### src/rtl/l1_instr_pkg.sv
`default_nettype none
// ============================================================================
// Module      : l1_instr_pkg
// Description : Shared types, widths and address-slice helpers for the
//               L1 instruction refill controller.
// Revision    : 1.0 - initial release
// ============================================================================
package l1_instr_pkg;

    localparam int c_tag_size    = 9;
    localparam int c_idx_size    = 6;
    localparam int c_word_size   = 2;
    localparam int c_offset_size = 1;
    localparam int c_addr_w      = c_tag_size + c_idx_size + c_word_size + c_offset_size;
    localparam int c_line_w      = c_tag_size + c_idx_size;

    typedef enum logic [2:0] {
        IDLE,
        LOOKUP,
        L2_REQ,
        FILL_START,
        FILL,
        NEXT_REQ,
        NEXT_FILL,
        RESPOND
    } state_t;

    // Fetch address layout, MSB first: {tag, idx, word, offset}
    function automatic logic [c_tag_size-1:0] addr_tag(input logic [c_addr_w-1:0] a);
        return a[c_addr_w-1 -: c_tag_size];
    endfunction

    function automatic logic [c_idx_size-1:0] addr_idx(input logic [c_addr_w-1:0] a);
        return a[c_word_size+c_offset_size +: c_idx_size];
    endfunction

    function automatic logic [c_word_size-1:0] addr_word(input logic [c_addr_w-1:0] a);
        return a[c_offset_size +: c_word_size];
    endfunction

    function automatic logic [c_offset_size-1:0] addr_offset(input logic [c_addr_w-1:0] a);
        return a[c_offset_size-1:0];
    endfunction

    function automatic logic [c_line_w-1:0] addr_line(input logic [c_addr_w-1:0] a);
        return {addr_tag(a), addr_idx(a)};
    endfunction

endpackage
`default_nettype wire

### src/rtl/l1_instr_refill_ctrl_sat_counter.sv
`default_nettype none
// ============================================================================
// Module      : sat_counter
// Description : Up-counter with increment enable that holds at all-ones.
// Revision    : 1.0 - initial release
// ============================================================================
module sat_counter #(
    parameter int WIDTH = 16
) (
    input  logic             clk,
    input  logic             rst,
    input  logic             i_inc,
    output logic [WIDTH-1:0] o_count
);

    logic [WIDTH-1:0] r_count;

    always_ff @(posedge clk) begin
        if (rst) begin
            r_count <= '0;
        end else if (i_inc && (r_count != {WIDTH{1'b1}})) begin
            r_count <= r_count + 1'b1;
        end
    end

    assign o_count = r_count;

endmodule
`default_nettype wire

### src/rtl/l1_instr_refill_ctrl.sv
`default_nettype none
// ============================================================================
// Module      : l1_instr_refill_ctrl
// Description : Fetch-side controller for the two-way L1 I-cache; refills
//               missing primary and spill-over lines from L2.
// Revision    : 1.0 - initial release
// ============================================================================
module l1_instr_refill_ctrl
    import l1_instr_pkg::*;
#(
    parameter int block_size  = 128,
    parameter int tag_size    = 9,
    parameter int idx_size    = 6,
    parameter int word_size   = 2,
    parameter int offset_size = 1
) (
    input  logic                                             clk_i,
    input  logic                                             rst_i,
    input  logic                                             fetch_req_i,
    input  logic [tag_size+idx_size+word_size+offset_size-1:0] fetch_addr_i,
    output logic                                             fetch_ready_o,
    output logic                                             fetch_valid_o,
    output logic [31:0]                                      fetch_data_o,
    output logic                                             cache_read_o,
    output logic                                             cache_write_o,
    output logic                                             cache_instr_write_start_o,
    output logic                                             cache_write_next_o,
    output logic [tag_size+idx_size+word_size+offset_size-1:0] cache_addr_o,
    output logic [block_size-1:0]                            cache_block_o,
    input  logic [31:0]                                      cache_data_i,
    input  logic                                             cache_hit_i,
    input  logic                                             cache_miss_next_i,
    output logic                                             l2_req_o,
    output logic [tag_size+idx_size-1:0]                     l2_addr_o,
    input  logic                                             l2_ready_i,
    input  logic [block_size-1:0]                            l2_data_i,
    output logic [15:0]                                      hit_cnt_o,
    output logic [15:0]                                      miss_cnt_o
);

    localparam int c_a  = tag_size + idx_size + word_size + offset_size;
    localparam int c_lw = tag_size + idx_size;

    state_t              r_state;
    state_t              w_next_state;
    logic [c_a-1:0]      r_addr_q;
    logic [block_size-1:0] r_line_buf;
    logic                r_refill;
    logic [31:0]         r_fetch_data;
    logic [c_lw-1:0]     w_line;
    logic                w_hit_inc;
    logic                w_miss_inc;
    logic                w_clean_hit;

    assign w_line      = addr_line(r_addr_q);
    assign w_clean_hit = cache_hit_i & ~cache_miss_next_i;

    always_ff @(posedge clk_i) begin
        if (rst_i) begin
            r_state <= IDLE;
        end else begin
            r_state <= w_next_state;
        end
    end

    always_comb begin
        w_next_state              = r_state;
        fetch_ready_o             = 1'b0;
        fetch_valid_o             = 1'b0;
        cache_read_o              = 1'b0;
        cache_write_o             = 1'b0;
        cache_instr_write_start_o = 1'b0;
        cache_write_next_o        = 1'b0;
        cache_addr_o              = '0;
        cache_block_o             = '0;
        l2_req_o                  = 1'b0;
        l2_addr_o                 = '0;
        w_hit_inc                 = 1'b0;
        w_miss_inc                = 1'b0;

        case (r_state)
            IDLE: begin
                fetch_ready_o = 1'b1;
                if (fetch_req_i) w_next_state = LOOKUP;
            end
            LOOKUP: begin
                cache_read_o = 1'b1;
                cache_addr_o = r_addr_q;
                if (w_clean_hit)       w_next_state = RESPOND;
                else if (!cache_hit_i) w_next_state = L2_REQ;
                else                   w_next_state = NEXT_REQ;
            end
            L2_REQ: begin
                l2_req_o  = 1'b1;
                l2_addr_o = w_line;
                if (l2_ready_i) begin
                    w_miss_inc   = 1'b1;
                    w_next_state = FILL_START;
                end
            end
            FILL_START: begin
                cache_instr_write_start_o = 1'b1;
                w_next_state              = FILL;
            end
            FILL: begin
                cache_write_o = 1'b1;
                cache_addr_o  = r_addr_q;
                cache_block_o = r_line_buf;
                w_next_state  = LOOKUP;
            end
            NEXT_REQ: begin
                // Line after the spilling one; idx overflow carries into tag, top wraps to 0
                l2_req_o  = 1'b1;
                l2_addr_o = w_line + 1'b1;
                if (l2_ready_i) begin
                    w_miss_inc   = 1'b1;
                    w_next_state = NEXT_FILL;
                end
            end
            NEXT_FILL: begin
                cache_write_o      = 1'b1;
                cache_write_next_o = 1'b1;
                cache_addr_o       = r_addr_q;
                cache_block_o      = r_line_buf;
                w_next_state       = LOOKUP;
            end
            RESPOND: begin
                fetch_valid_o = 1'b1;
                w_hit_inc     = ~r_refill;
                w_next_state  = IDLE;
            end
            default: w_next_state = IDLE;
        endcase
    end

    always_ff @(posedge clk_i) begin
        if (rst_i) begin
            r_addr_q     <= '0;
            r_line_buf   <= '0;
            r_refill     <= 1'b0;
            r_fetch_data <= '0;
        end else begin
            if ((r_state == IDLE) && fetch_req_i) begin
                r_addr_q <= fetch_addr_i;
                r_refill <= 1'b0;
            end
            if (((r_state == L2_REQ) || (r_state == NEXT_REQ)) && l2_ready_i) begin
                r_line_buf <= l2_data_i;
            end
            if ((r_state == FILL) || (r_state == NEXT_FILL)) begin
                r_refill <= 1'b1;
            end
            if ((r_state == LOOKUP) && w_clean_hit) begin
                r_fetch_data <= cache_data_i;
            end
        end
    end

    assign fetch_data_o = r_fetch_data;

    sat_counter #(.WIDTH(16)) u_hit_cnt (
        .clk     (clk_i),
        .rst     (rst_i),
        .i_inc   (w_hit_inc),
        .o_count (hit_cnt_o)
    );

    sat_counter #(.WIDTH(16)) u_miss_cnt (
        .clk     (clk_i),
        .rst     (rst_i),
        .i_inc   (w_miss_inc),
        .o_count (miss_cnt_o)
    );

endmodule
`default_nettype wire
### config.mk
export PLATFORM = sky130hd
export DESIGN_NAME = l1_instr_refill_ctrl
export DESIGN_NICKNAME = d
export VERILOG_FILES = /design/src/rtl/l1_instr_pkg.sv /design/src/rtl/l1_instr_refill_ctrl_sat_counter.sv /design/src/rtl/l1_instr_refill_ctrl.sv
export SDC_FILE = /design/constraint.sdc
export NUM_CORES = 1
export LEC_CHECK = 0
export CAP_MARGIN = 25
export CORE_MARGIN = 1.5
export CORE_UTILIZATION = 38
export CTS_BUF_LIST = sky130_fd_sc_hd__clkbuf_16
export DETAILED_ROUTE_END_ITERATION = 12
export GPL_TIMING_DRIVEN = 0
export HOLD_SLACK_MARGIN = 0.05
export PLACE_DENSITY = 0.7
export SLEW_MARGIN = 40
export SYNTH_ARGS = -nofsm -noshare
export SYNTH_HDL_FRONTEND = slang
export SYNTH_SLANG_ARGS = --single-unit
### constraint.sdc
create_clock -name clk_i -period 2.3 [get_ports clk_i]
set_input_delay 0.345 -clock clk_i [delete_from_list [all_inputs] [get_ports clk_i]]
set_output_delay 0.345 -clock clk_i [all_outputs]
set_load 0.01 [all_outputs]
==> results of run 1 <==
routing by layer:
| layer | vias up | routed length, um |
|---|---|---|
| met5 | - | 0 |
| met4 | 0 | 825 |
| met3 | 53 | 2819 |
| met2 | 400 | 18000 |
| met1 | 4858 | 14330 |
| li1 | 5106 | - |
cell usage in the layout (no fill, tap or decap), types with 14 or more instances in the layout:
cell / instances
clkbuf_2: 39
nor2_1: 47
clkbuf_16: 31
o31ai_1: 15
nand2_1: 313
buf_4: 43
and2_4: 60
buf_2: 72
clkdlybuf4s50_1: 248
nand3_1: 17
or4_1: 14
buf_6: 96
clkbuf_1: 27
nor2b_1: 16
and2_1: 73
mux2i_1: 37
nand4_1: 14
a21oi_1: 171
dfxtp_1: 200
worst register-to-register path, stage by stage, from the launching register on:
cell	delay (ns)
dfxtp_2	0.31
buf_6	0.13
buf_6	0.12
buf_6	0.10
and3b_2	0.25
buf_4	0.17
o21ai_4	0.22
buf_4	0.27
buf_2	0.28
o21ai_0	0.13
a21oi_1	0.15
worst paths after layout:
kind,slack [ns],end,cells past startpoint
setup / recovery,-0.11,cache_addr_o[13],10
hold / removal,0.38,r_line_buf[67]$_SDFFE_PP0P_,3
setup reg to reg,0.10,u_miss_cnt.o_count[0]$_SDFFE_PP0P_,10
hold reg to reg,0.45,r_line_buf[122]$_SDFFE_PP0P_,2
power groups by stage:
| stage | clock network [mW] | registers, mW | logic (mW) |
|---|---|---|---|
| 4_1_cts | 3.54 | 4.03 | 1.71 |
| 3_3_place_gp | 0 | 4.08 | 1.42 |
| 6_report | 3.47 | 4.04 | 1.86 |
| 2_1_floorplan | 0 | 4.07 | 0.714 |
| 3_5_place_dp | 0 | 4.09 | 1.43 |
| 5_1_grt | 3.70 | 4.06 | 2.00 |
final cells by class:
type / count / area, um2
Inverter: 8 / 35.03
Multi-Input combinational cell: 906 / 5281
Clock buffer: 25 / 625.6
Buffer: 80 / 565.5
Tap cell: 330 / 412.9
Clock inverter: 17 / 72.57
Fill cell: 2195 / 9022
Sequential cell: 214 / 4329
Timing Repair Buffer: 489 / 4619
registers in the layout, summed over array words and instances, names as in the netlist:
signal / count
u_miss_cnt.o_count: 16
r_refill: 1
u_hit_cnt.o_count: 16
r_state: 3
fetch_data_o: 32
r_line_buf: 128
r_addr_q: 18
timing repair:
item,CTS,global route
hold endpoints to repair,0,0
hold buffers,0,0
cloned,6,6
gates resized for setup,702,268
endpoints found under the setup margin,168,261
pin swaps,12,63
buffers inserted,49,20
cells by family after synthesis:
group | count (synthesis) | synth area share
buffers and inverters | 97 | 0.05002
muxes | 40 | 0.04207
and+or+nand+nor | 622 | 0.3155
AOI/OAI and AO/OA | 235 | 0.1379
adders and majority gates | 3 | 0.003908
xor gates and xnor gates | 5 | 0.004560
DFF | 214 | 0.4460
through the flow:
| step | hold slack [ns] | setup TNS (ns) | std cells | power (mW) | area, um2 |
|---|---|---|---|---|---|
| after floorplan | 0.4317 | 0 | 1216 | 4.782 | 9605 |
| after global placement | 0.4369 | -112.83 | 1961 | 5.498 | 14170 |
| after detailed placement | 0.4418 | -108.24 | 1961 | 5.521 | 14170 |
| after CTS | 0.3583 | -11.40 | 2055 | 9.274 | 15320 |
| after global routing | 0.3731 | -6.619 | 2069 | 9.759 | 15940 |
| final | 0.3789 | -0.8020 | 2069 | 9.369 | 15940 |
==> flow_metrics.env, run 1 <==
export IMPL_status="finished, violations left"
export IMPL_violations="negative setup slack"
export IMPL_yosysTopAreaCellShare=0.4460
export IMPL_cts_sinks=214
export IMPL_p_clk_frac=0.370
export IMPL_via_per_inst=5.035
export IMPL_fin_util=0.6386
export IMPL_drive_gt1_frac=0.2513
export IMPL_crit_buf_inv=7
export IMPL_initial_core_util=0.3848
export IMPL_numCtsBuffers=24
export IMPL_crit_chain="buf_6 > buf_4 > nor3_4 > nor2_4 > buf_6 > buf_6 > buf_8 > buf_6 > nor2_4 > buf_6"
export IMPL_core_area_mm2=0.02496
export IMPL_io_pins=416
export IMPL_cts_clk_slew_worst_paths_ns=0.06
export IMPL_area_growth_pct=65.96
export IMPL_synthArstFlopShare=0
export IMPL_net_switching_power_mw=2.538
export IMPL_start_kind="flop"
export IMPL_grt_pass1_wl_mm=53.03
export IMPL_overflow=0
export IMPL_avgSynthCellArea_um2=7.899
export IMPL_powerDensity_mw_per_mm2=587.7
export IMPL_worst_setup_path_end_kind="output pin"
export IMPL_grt_pass1_vias=9763
export IMPL_slew_headroom=0.5186
export IMPL_layout_setup_ws_ns=-0.1060
export IMPL_crit_start="r_state[2]$_SDFFE_PP0P_"
export IMPL_rows=58
export IMPL_htreeDepth=1
export IMPL_netSwitchingFraction=0.2708
export IMPL_met3_usage=0.06563
export IMPL_seqPwrFrac=0.431
export IMPL_synth_edf_count=0
export IMPL_syn_inst=1216
export IMPL_worstHoldStart="l2_data_i[67]"
export IMPL_antenna_cells=0
export IMPL_use_met1=0.3034
export IMPL_synth_most_common_cell="nand2_1"
export IMPL_gp_congestion=0.8831
export IMPL_nets=1910
export IMPL_root_buffer="clkbuf_16"
export IMPL_clockBufferDepth=3
export IMPL_intPower_mw=6.831
export IMPL_io_buffers=415
export IMPL_rsz0062_at_grt="yes"
export IMPL_synth_fp_nets=1403
export IMPL_grt_use_total=0.2531
export IMPL_yosys_top_cells_count="nand2_1, dfxtp_1, a21oi_1"
export IMPL_setup_viol=17
export IMPL_antenna_found_initial=0
export IMPL_share_comb_of_total_power=0.198
export IMPL_worst_slew_pin_slew_ns=0.7221
export IMPL_synth_flop_cell="dfxtp_1"
export IMPL_dp_final_hpwl_mm=25.28
export IMPL_antenna_left=0
export IMPL_skew_ns=0.01056
export IMPL_pre_cts_ws_ns=-0.9151
export IMPL_synth_cell_area_mm2=0.009605
export IMPL_cp_required_ns=1.96
export IMPL_crit_path_max_incr_delay_ns=0.31
export IMPL_cp_common_cell="buf_6"
export IMPL_cts_tree="built"
export IMPL_fmax_ghz=0.4156
export IMPL_drt_iter0_markers=725
export IMPL_wire_per_inst_um=17.39
export IMPL_die_area_mm2=0.02624
export IMPL_wirelength_mm=35.98
export IMPL_critPathKind="flop to output pin"
export IMPL_peakVddDrop_v=0.0004348
export IMPL_via_count=10417
export IMPL_synth_ff_latch_count=214
export IMPL_synth_area_leaders="dfxtp_1, nand2_1, a21oi_1, and2_1, mux2i_1"
export IMPL_finalHoldViolCount=0
export IMPL_grt_use_met2=0.4497
export IMPL_die_width_um=162.0
export IMPL_first_pass_iters=5
export IMPL_insertion_delay_ns=0.51
export IMPL_synth_cell_types=56
export IMPL_yosys_warnings=0
export IMPL_p_leak_nw=6.504
export IMPL_yosysSeqAreaShare=0.4460
export IMPL_report_final_slew_viol_count=0
export IMPL_grt_max_degree=13
export IMPL_crit_family="buffers and inverters"
export IMPL_dieHeight_um=162.0
export IMPL_cp_max_fo=7
export IMPL_r2r_start="r_state[2]$_SDFFE_PP0P_"
export IMPL_drc=0
export IMPL_top_usage_layer="met2"
export IMPL_fin_crit_ns=2.406
export IMPL_hp_class="input port to flop"
export IMPL_synth_area_leader_cell="dfxtp_1"
export IMPL_finalCritPeriodShare=1.046
export IMPL_crit_arrival_ns=2.06
export IMPL_cp_slowest_cell="dfxtp_2"
export IMPL_maxCapViolCount=0
Power figures use the tool's default switching activity.
==> inputs of run 2 (changes only) <==
--- a/config.mk
+++ b/config.mk
@@ -6,10 +6,10 @@
 export NUM_CORES = 1
 export LEC_CHECK = 0
 export CAP_MARGIN = 25
-export CORE_MARGIN = 1.5
-export CORE_UTILIZATION = 38
+export CORE_AREA = 2 2 162 164
 export CTS_BUF_LIST = sky130_fd_sc_hd__clkbuf_16
 export DETAILED_ROUTE_END_ITERATION = 12
+export DIE_AREA = 0 0 164 166
 export GPL_TIMING_DRIVEN = 0
 export HOLD_SLACK_MARGIN = 0.05
 export PLACE_DENSITY = 0.7
==> flow_metrics.env, run 2 (synthesis gave the netlist of run 1 again) <==
export IMPL_whs_ns=0.3797
export IMPL_grt_pass1_wl_mm=53.67
export IMPL_start_kind="flop"
export IMPL_crit_start="r_addr_q[4]$_SDFFE_PP0P_"
export IMPL_tns_ns=-0.08542
export IMPL_largest_reg_flops=128
export IMPL_finalCritPeriodShare=1.013
export IMPL_maxCapViolCount=0
export IMPL_report_final_slew_viol_count=0
export IMPL_worst_setup_path_end_kind="output pin"
export IMPL_drc=0
export IMPL_rsz0062_at_grt="yes"
export IMPL_hp_class="input port to flop"
export IMPL_io_buffers=415
export IMPL_overflow=0
export IMPL_design_area_mm2=0.01540
export IMPL_top_register="r_line_buf"
export IMPL_nets=1888
export IMPL_wire_per_inst_um=17.17
export IMPL_via_count=10161
export IMPL_via_per_inst=4.949
export IMPL_htreeDepth=1
export IMPL_wirelength_mm=35.24
export IMPL_status="finished, violations left"
export IMPL_setup_viol=4
export IMPL_place_area_mm2=0.01418
export IMPL_layout_common_cells="nand2_1, clkdlybuf4s50_1, dfxtp_1"
export IMPL_rows=59
export IMPL_gp_congestion=0.8717
export IMPL_pre_cts_ws_ns=-0.9456
export IMPL_mostFrequentLayoutCell="nand2_1"
export IMPL_dp_final_hpwl_mm=25.50
export IMPL_area_growth_pct=60.32
export IMPL_slew_headroom=0.4580
export IMPL_fmax_ghz=0.4293
export IMPL_fin_crit_ns=2.329
export IMPL_insertion_delay_ns=0.51
export IMPL_first_pass_iters=6
export IMPL_cts_sinks=214
export IMPL_finalHoldViolCount=0
export IMPL_critPathKind="flop to output pin"
export IMPL_dp_cells=1966
export IMPL_cp_max_fo=5
export IMPL_antenna_left=0
export IMPL_worstHoldStart="l2_data_i[65]"
export IMPL_worst_slew_pin_slew_ns=0.8130
export IMPL_skew_ns=0.01240
export IMPL_grt_use_total=0.2464
export IMPL_fin_util=0.6012
export IMPL_r2r_start="u_miss_cnt.o_count[1]$_SDFFE_PP0P_"
export IMPL_p_leak_nw=6.286
export IMPL_total_power_mw=9.153
export IMPL_die_width_um=164
export IMPL_peakVddDrop_v=0.0005100
export IMPL_layout_cells_non_filler=2053
export IMPL_drive_gt1_frac=0.2133
export IMPL_root_buffer="clkbuf_16"
export IMPL_grt_max_degree=13
export IMPL_io_pins=416
export IMPL_powerDensity_mw_per_mm2=594.4
export IMPL_numCtsBuffers=24
export IMPL_layout_setup_ws_ns=-0.02911
export IMPL_grt_pass1_vias=9773
export IMPL_crit_arrival_ns=1.98
export IMPL_die_area_mm2=0.02722
export IMPL_core_area_mm2=0.02562
export IMPL_cts_tree="built"
export IMPL_holdBufCountCts=0
export IMPL_initial_core_util=0.3750
export IMPL_violations="negative setup slack"
export IMPL_dieHeight_um=166
export IMPL_clockBufferDepth=3
export IMPL_cts_clk_slew_worst_paths_ns=0.06
export IMPL_cp_required_ns=1.96
export IMPL_drt_iter0_markers=765
export IMPL_antenna_found_initial=1
run 2: changes by cell type in the layout (fill, tap and decap cells not counted), moves of 5 or more:
cell and change:
o21ai_0 +6, buf_8 -9, buf_6 -43, nor2b_1 +5
and2_4 -24, and2_1 +24, buf_2 +44, clkbuf_2 -33
clkbuf_1 +10, dlygate4sd2_1 +7
run 2: worst paths after layout:
path                                                       endpoint  slack [ns]  cells past startpoint
worst max-delay path                                  l2_addr_o[10]       -0.03                      8
worst min-delay path                    r_line_buf[65]$_SDFFE_PP0P_        0.38                      3
worst max register to register  u_miss_cnt.o_count[15]$_SDFFE_PP0P_        0.20                      6
worst min register to register          r_line_buf[45]$_SDFFE_PP0P_        0.45                      2
run 2: what timing repair did:
| item | 4_1_cts | 5_1_grt |
|---|---|---|
| gates cloned | 6 | 0 |
| gates resized for setup | 790 | 58 |
| pin swaps | 24 | 9 |
| endpoints found under the hold margin | 0 | 0 |
| setup buffers | 31 | 12 |
| setup endpoints to repair | 168 | 142 |
run 2: power by group:
part           internal [mW]  total, mW  leakage, nW  switching, mW
Clock                   1.95       3.46        0.359           1.52
Sequential              3.90       4.03         1.74          0.130
Combinational          0.865       1.66         4.19          0.796
Total                   6.71       9.15         6.29           2.44
run 2: cell type report:
class | count | area [um2]
clock inverter | 16 | 70.07
fill | 2308 | 10220
multi-input combinational | 905 | 5114
tap | 335 | 419.2
antenna | 2 | 5.005
clock buffer | 25 | 625.6
buffer | 85 | 704.4
sequential | 214 | 4328
inverter | 8 | 30.03
timing repair buffer | 463 | 4104
run 2: routing by layer:
layer	global-route usage	wire, um	up-vias
met5	0	0	-
met4	0.07132	939	0
met3	0.06219	2833	57
met2	0.4322	17330	400
met1	0.2956	14140	4650
li1	-	-	5054
run 2: critical path, cell delays in order, from the launching register on:
cell     delay (ns)
dfxtp_4        0.35
buf_6          0.12
ha_4           0.16
nand3_4        0.09
nor3_4         0.26
buf_6          0.14
a21oi_2        0.06
a31oi_4        0.16
buf_2          0.15
